`config.mk`:
```
export PLATFORM = sky130hd
export DESIGN_NAME = fir_out_capture
export DESIGN_NICKNAME = d
export VERILOG_FILES = /design/src/rtl/fir_pkg.sv /design/src/rtl/sat_peak_track.sv /design/src/rtl/fir_out_capture.sv
export SDC_FILE = /design/constraint.sdc
export NUM_CORES = 1
export LEC_CHECK = 0
export BUFFER_PORTS_ARGS = -buffer_cell sky130_fd_sc_hd__buf_2
export CAP_MARGIN = 20
export CORE_AREA = 2 2 120 110
export DETAILED_ROUTE_END_ITERATION = 16
export DIE_AREA = 0 0 122 112
export GPL_ROUTABILITY_DRIVEN = 1
export HOLD_SLACK_MARGIN = 0.03
export PLACE_DENSITY = 0.9
export REMOVE_ABC_BUFFERS = 1
export SYNTH_ARGS = -nofsm -noshare
export SYNTH_HDL_FRONTEND = slang
export SYNTH_SLANG_ARGS = --single-unit
```
`constraint.sdc`:
```
create_clock -name clk -period 2.8 [get_ports clk]
set_input_delay 0.42 -clock clk [delete_from_list [all_inputs] [get_ports clk]]
set_output_delay 0.42 -clock clk [all_outputs]
set_load 0.005 [all_outputs]
```
`src/rtl/fir_pkg.sv`:
```
// Shared definitions for the fir filter and its output-capture sink:
// word size, capture FSM encoding and the burst-sum width helper.
package fir_pkg;

    localparam int FIR_WORD_SIZE = 8;

    typedef enum logic [1:0] {
        ST_IDLE    = 2'd0,
        ST_CAPTURE = 2'd1,
        ST_DRAIN   = 2'd2
    } cap_state_e;

    // A sum of 'depth' signed words needs log2(depth) guard bits to never overflow.
    function automatic int sum_width(input int word_size, input int depth);
        return word_size + $clog2(depth);
    endfunction

endpackage

```
`src/rtl/sat_peak_track.sv`:
```
// Signed running maximum. 'clr' zeroes the tracker; 'load_first' forces the
// next enabled sample to be taken regardless of the current value.
module sat_peak_track #(
    parameter int W = 8
) (
    input  logic         clk,
    input  logic         rst,
    input  logic         clr,
    input  logic         en,
    input  logic         load_first,
    input  logic [W-1:0] din,
    output logic [W-1:0] peak
);

    logic [W-1:0] peak_q;
    logic         take;

    assign take = load_first || ($signed(din) > $signed(peak_q));
    assign peak = peak_q;

    always_ff @(posedge clk or negedge rst) begin
        if (!rst) begin
            peak_q <= '0;
        end else if (clr) begin
            peak_q <= '0;
        end else if (en && take) begin
            peak_q <= din;
        end
    end

endmodule

```
`src/rtl/fir_out_capture.sv`:
```
// Captures a DEPTH-sample burst from the fir output, tracks signed sum and
// peak, then drains the burst in order over a valid/ready read port.
module fir_out_capture
    import fir_pkg::*;
#(
    parameter int WORD_SIZE = FIR_WORD_SIZE,
    parameter int DEPTH     = 16
) (
    input  logic                                  clk,
    input  logic                                  rst,
    input  logic                                  start,
    input  logic [WORD_SIZE-1:0]                  sample_in,
    input  logic                                  sample_valid,
    output logic [WORD_SIZE-1:0]                  rd_data,
    output logic                                  rd_valid,
    input  logic                                  rd_ready,
    output logic                                  busy,
    output logic                                  done,
    output logic [sum_width(WORD_SIZE, DEPTH)-1:0] sum,
    output logic [WORD_SIZE-1:0]                  peak
);

    localparam int PW = $clog2(DEPTH);
    localparam int CW = PW + 1;
    localparam int SW = sum_width(WORD_SIZE, DEPTH);

    cap_state_e           state_q;
    logic [PW-1:0]        wr_ptr_q;
    logic [PW-1:0]        rd_ptr_q;
    logic [CW-1:0]        cnt_q;
    logic [CW-1:0]        cnt_d;
    logic [SW-1:0]        sum_q;
    logic [SW-1:0]        sum_d;
    logic                 busy_q;
    logic                 done_q;
    logic                 rd_valid_q;
    logic [WORD_SIZE-1:0] mem_q [DEPTH];

    logic cap_fire;
    logic arm;

    assign arm      = (state_q == ST_IDLE) && start;
    assign cap_fire = (state_q == ST_CAPTURE) && sample_valid;
    assign cnt_d    = cnt_q + CW'(1);
    assign sum_d    = sum_q + {{PW{sample_in[WORD_SIZE-1]}}, sample_in};

    always_ff @(posedge clk or negedge rst) begin
        if (!rst) begin
            state_q    <= ST_IDLE;
            wr_ptr_q   <= '0;
            rd_ptr_q   <= '0;
            cnt_q      <= '0;
            sum_q      <= '0;
            busy_q     <= 1'b0;
            done_q     <= 1'b0;
            rd_valid_q <= 1'b0;
        end else begin
            done_q <= 1'b0;
            case (state_q)
                ST_IDLE: begin
                    if (start) begin
                        state_q  <= ST_CAPTURE;
                        busy_q   <= 1'b1;
                        wr_ptr_q <= '0;
                        rd_ptr_q <= '0;
                        cnt_q    <= '0;
                        sum_q    <= '0;
                    end
                end
                ST_CAPTURE: begin
                    if (sample_valid) begin
                        wr_ptr_q <= wr_ptr_q + PW'(1);
                        cnt_q    <= cnt_d;
                        sum_q    <= sum_d;
                        // End of burst comes from the count, not pointer wrap.
                        if (cnt_d == CW'(DEPTH)) begin
                            state_q    <= ST_DRAIN;
                            rd_valid_q <= 1'b1;
                        end
                    end
                end
                ST_DRAIN: begin
                    if (rd_ready) begin
                        rd_ptr_q <= rd_ptr_q + PW'(1);
                        if (rd_ptr_q == PW'(DEPTH - 1)) begin
                            state_q    <= ST_IDLE;
                            rd_valid_q <= 1'b0;
                            busy_q     <= 1'b0;
                            done_q     <= 1'b1;
                        end
                    end
                end
                default: begin
                    state_q <= ST_IDLE;
                end
            endcase
        end
    end

    // Buffer holds no reset: contents are only read after being written.
    generate
        for (genvar gi = 0; gi < DEPTH; gi++) begin : g_mem
            always_ff @(posedge clk) begin
                if (cap_fire && (wr_ptr_q == PW'(gi))) begin
                    mem_q[gi] <= sample_in;
                end
            end
        end
    endgenerate

    sat_peak_track #(
        .W (WORD_SIZE)
    ) u_peak (
        .clk        (clk),
        .rst        (rst),
        .clr        (arm),
        .en         (cap_fire),
        .load_first (cnt_q == '0),
        .din        (sample_in),
        .peak       (peak)
    );

    assign rd_data  = rd_valid_q ? mem_q[rd_ptr_q] : '0;
    assign rd_valid = rd_valid_q;
    assign busy     = busy_q;
    assign done     = done_q;
    assign sum      = sum_q;

endmodule

```
==> results.json <==
{
  "path_common_cell": "mux4_2",
  "synth_area_leader_cell": "edfxtp_1",
  "final.setup.worst_slack_ns": -0.0510,
  "vias_per_cell": 6.16,
  "required_ns": 2.38,
  "dp.cells": 677,
  "path_max_fanout": 5,
  "clkSlewWorstSetupHoldPaths_ns": 0.07,
  "ant_nets": 0,
  "antenna_found_initial": 0,
  "failed_checks": "negative setup slack",
  "p_leak_nw": 3.22,
  "cts_buffer_depth": 2,
  "cts_tree": "yes",
  "avgSynthCellArea_um2": 15.6,
  "routed_wl_um": 16700,
  "tightestPinTransition_ns": 0.857,
  "ys_ff_latch": 166,
  "cp.arrival_ns": 2.43,
  "fin_skew_ns": 0.0101,
  "vdd_drop_max_v": 0.000603,
  "period_share": 1.02,
  "finalSetupTns_ns": -0.261,
  "pre_cts_slack_ns": 0.285,
  "r2r_end": "sum[8]",
  "max_freq_mhz": 351,
  "nFillCells": 793,
  "hp-class": "primary input to async pin",
  "syn_inst": 476,
  "slowest_delay_ns": 0.50,
  "startpoint": "rd_ptr_q[0]",
  "cpMaxStageDelayCell": "mux4_2",
  "r2r_setup_slack_ns": 0.40,
  "synth_top_area_frac": 0.518,
  "drive_gt1_frac": 0.249,
  "rows": 39,
  "ys_types": 48,
  "finalNonFillerCells": 718,
  "cts_inserted_buffers": 17,
  "start_util": 0.597,
  "die_h_um": 112,
  "h-tree-depth": 4,
  "r2r_cells": 9,
  "path_cells": "buf_4 > buf_16 > mux4_2 > mux4_2 > and2_1 > buf_2",
  "worstSkewPairLatency_ns": 0.43,
  "placed_area_um2": 7850,
  "final.min_clock_period_ns": 2.85,
  "outcome": "finished, violations left",
  "setup_viol": 8,
  "slew_violations": 0,
  "fp.dieW_um": 122,
  "rsz0062_at_grt": "yes",
  "grt_pass1_vias": 4357,
  "track_usage": 0.250,
  "ys_top_cells_by_count": "edfxtp_1 (128), nand2_1 (42), mux4_2 (40)",
  "final_area_um2": 8600,
  "yosysWarnings": 0,
  "startpoint_type": "register",
  "synthFlopType": "edfxtp_1",
  "powerDensity_nw_per_um2": 981,
  "syn_area_um2": 7420,
  "critical_path_class": "register to primary output",
  "r2r_start": "sum[0]",
  "detail_route.wl_per_cell_um": 23.2,
  "vias": 4421,
  "async_flop_share": 0.229,
  "firstDrtPassIters": 5,
  "port-buffer-count": 43,
  "fp.dieArea_um2": 13700,
  "hold_viol_final": 0,
  "endpoint_kind": "primary output",
  "synth_seq_area_share": 0.646,
  "holdWs_ns": 0.105,
  "dpl.hpwl_um": 10500,
  "routabilityCongestion": 0.866,
  "cts_num_sinks": 166,
  "diodes": 0,
  "crit_end": "rd_data[0]",
  "pin_count": 44,
  "coreArea_um2": 12400,
  "synth_edf_count": 128,
  "grt_max_degree": 39,
  "area_growth_pct": 15.8,
  "ys_top_cells_by_area": "edfxtp_1 (52%), dfrtp_1 (13%), mux4_2 (12%), ha_1 (4.4%), nand2_1 (2.1%)",
  "drcViolationCount": 0,
  "grt-ovfl-total": 0,
  "relSlewSlack": 0.429,
  "cap_violations": 0,
  "root_buffer": "clkbuf_16",
  "hold_buffers": 0,
  "grt_pass1_wl_um": 24700,
  "synth.most_common_cell": "edfxtp_1",
  "drt_iter0_drc": 474,
  "nNetsFinal": 581
}
[state kept, by name (all words and copies together), names as in the netlist, 2 cells and up]
signal,flops
wr_ptr_q,4
state_q,2
cnt_q,5
sum,12
rd_ptr_q,4
mem_q,128
u_peak.peak,8
[worst min path at each step]
stage          from  endpoint  slack [ns]  depth (start not counted)
2_1_floorplan   rst      busy        0.12                          0
5_1_grt         rst   sum[10]        0.17                          1
6_report        rst    sum[7]        0.11                          1
4_1_cts         rst    sum[5]        0.13                          1
3_3_place_gp   busy      busy        0.46                          2
3_5_place_dp   busy      busy        0.46                          2
[area by class of cell]
cell class / instances / area, µm² / area share
inverters: 27 / 101 / 0.0118
flip-flops and latches: 166 / 4800 / 0.558
multi-input cells: 267 / 2430 / 0.283
repair buffers: 62 / 479 / 0.0557
clock buffers: 21 / 472 / 0.0549
clock inverters: 11 / 110 / 0.0128
well taps: 164 / 205 / 0.0239
[power by group]
part           switching [W]  internal, W  total, W  leakage [nW]
combinational        0.00136      0.00141   0.00277          1.31
clock               0.000981      0.00132   0.00230         0.277
sequential          0.000318      0.00305   0.00337          1.62
[cell families (layout without fill, tap and decap cells)]
group / count (synthesis) / in the layout / share of synthesized area
XOR/XNOR: 9 / 9 / 0.0106
buffers and inverters: 43 / 121 / 0.0263
flip-flops: 166 / 166 / 0.646
AO/OA/AOI/OAI: 76 / 76 / 0.0682
AND/OR/NAND/NOR: 113 / 113 / 0.0785
multiplexers: 42 / 42 / 0.124
adder cells (fa/ha/maj): 27 / 27 / 0.0465
[layout by cell type (no fill, tap or decap), drive strengths merged, types with 4 or more instances in the layout]
| cell type | n |
|---|---|
| a21oi | 13 |
| a22o | 6 |
| and2 | 24 |
| and3 | 4 |
| buf | 59 |
| clkbuf | 24 |
| dfrtp | 38 |
| edfxtp | 128 |
| ha | 26 |
| inv | 32 |
| mux4 | 40 |
| nand2 | 42 |
| nand3 | 9 |
| nand4 | 5 |
| nor2 | 9 |
| nor3 | 5 |
| o21ai | 27 |
| o31ai | 9 |
| xor2 | 8 |
[what timing repair did]
action | CTS | global route
resized for setup | 2 | 1
setup buffers | 4 | 0
endpoints found under the setup margin | 8 | 8
gates cloned | 2 | 3
[through the flow]
| stage | power, W | utilization |
|---|---|---|
| global placement | 0.00570 | 0.631 |
| floorplan | 0.00504 | - |
| CTS | 0.00829 | 0.685 |
| finish | 0.00844 | 0.691 |
| global route | 0.00883 | 0.691 |
| detailed placement | 0.00586 | 0.631 |
[worst max-delay path: cells and delay by family (launching register included)]
family | cells | cell delay [ns]
muxes | 2 | 1.00
and+or+nand+nor | 1 | 0.18
buffers and inverters | 3 | 0.41
DFF | 1 | 0.40
[layer usage]
metal	up-vias	wire length [µm]	track usage
li1	1969	-	-
met1	2226	6790	0.347
met2	202	8490	0.394
met3	24	1080	0.0589
met4	0	310	0.0851
met5	-	0	0
No activity file was read; power rests on OpenSTA's default activity.
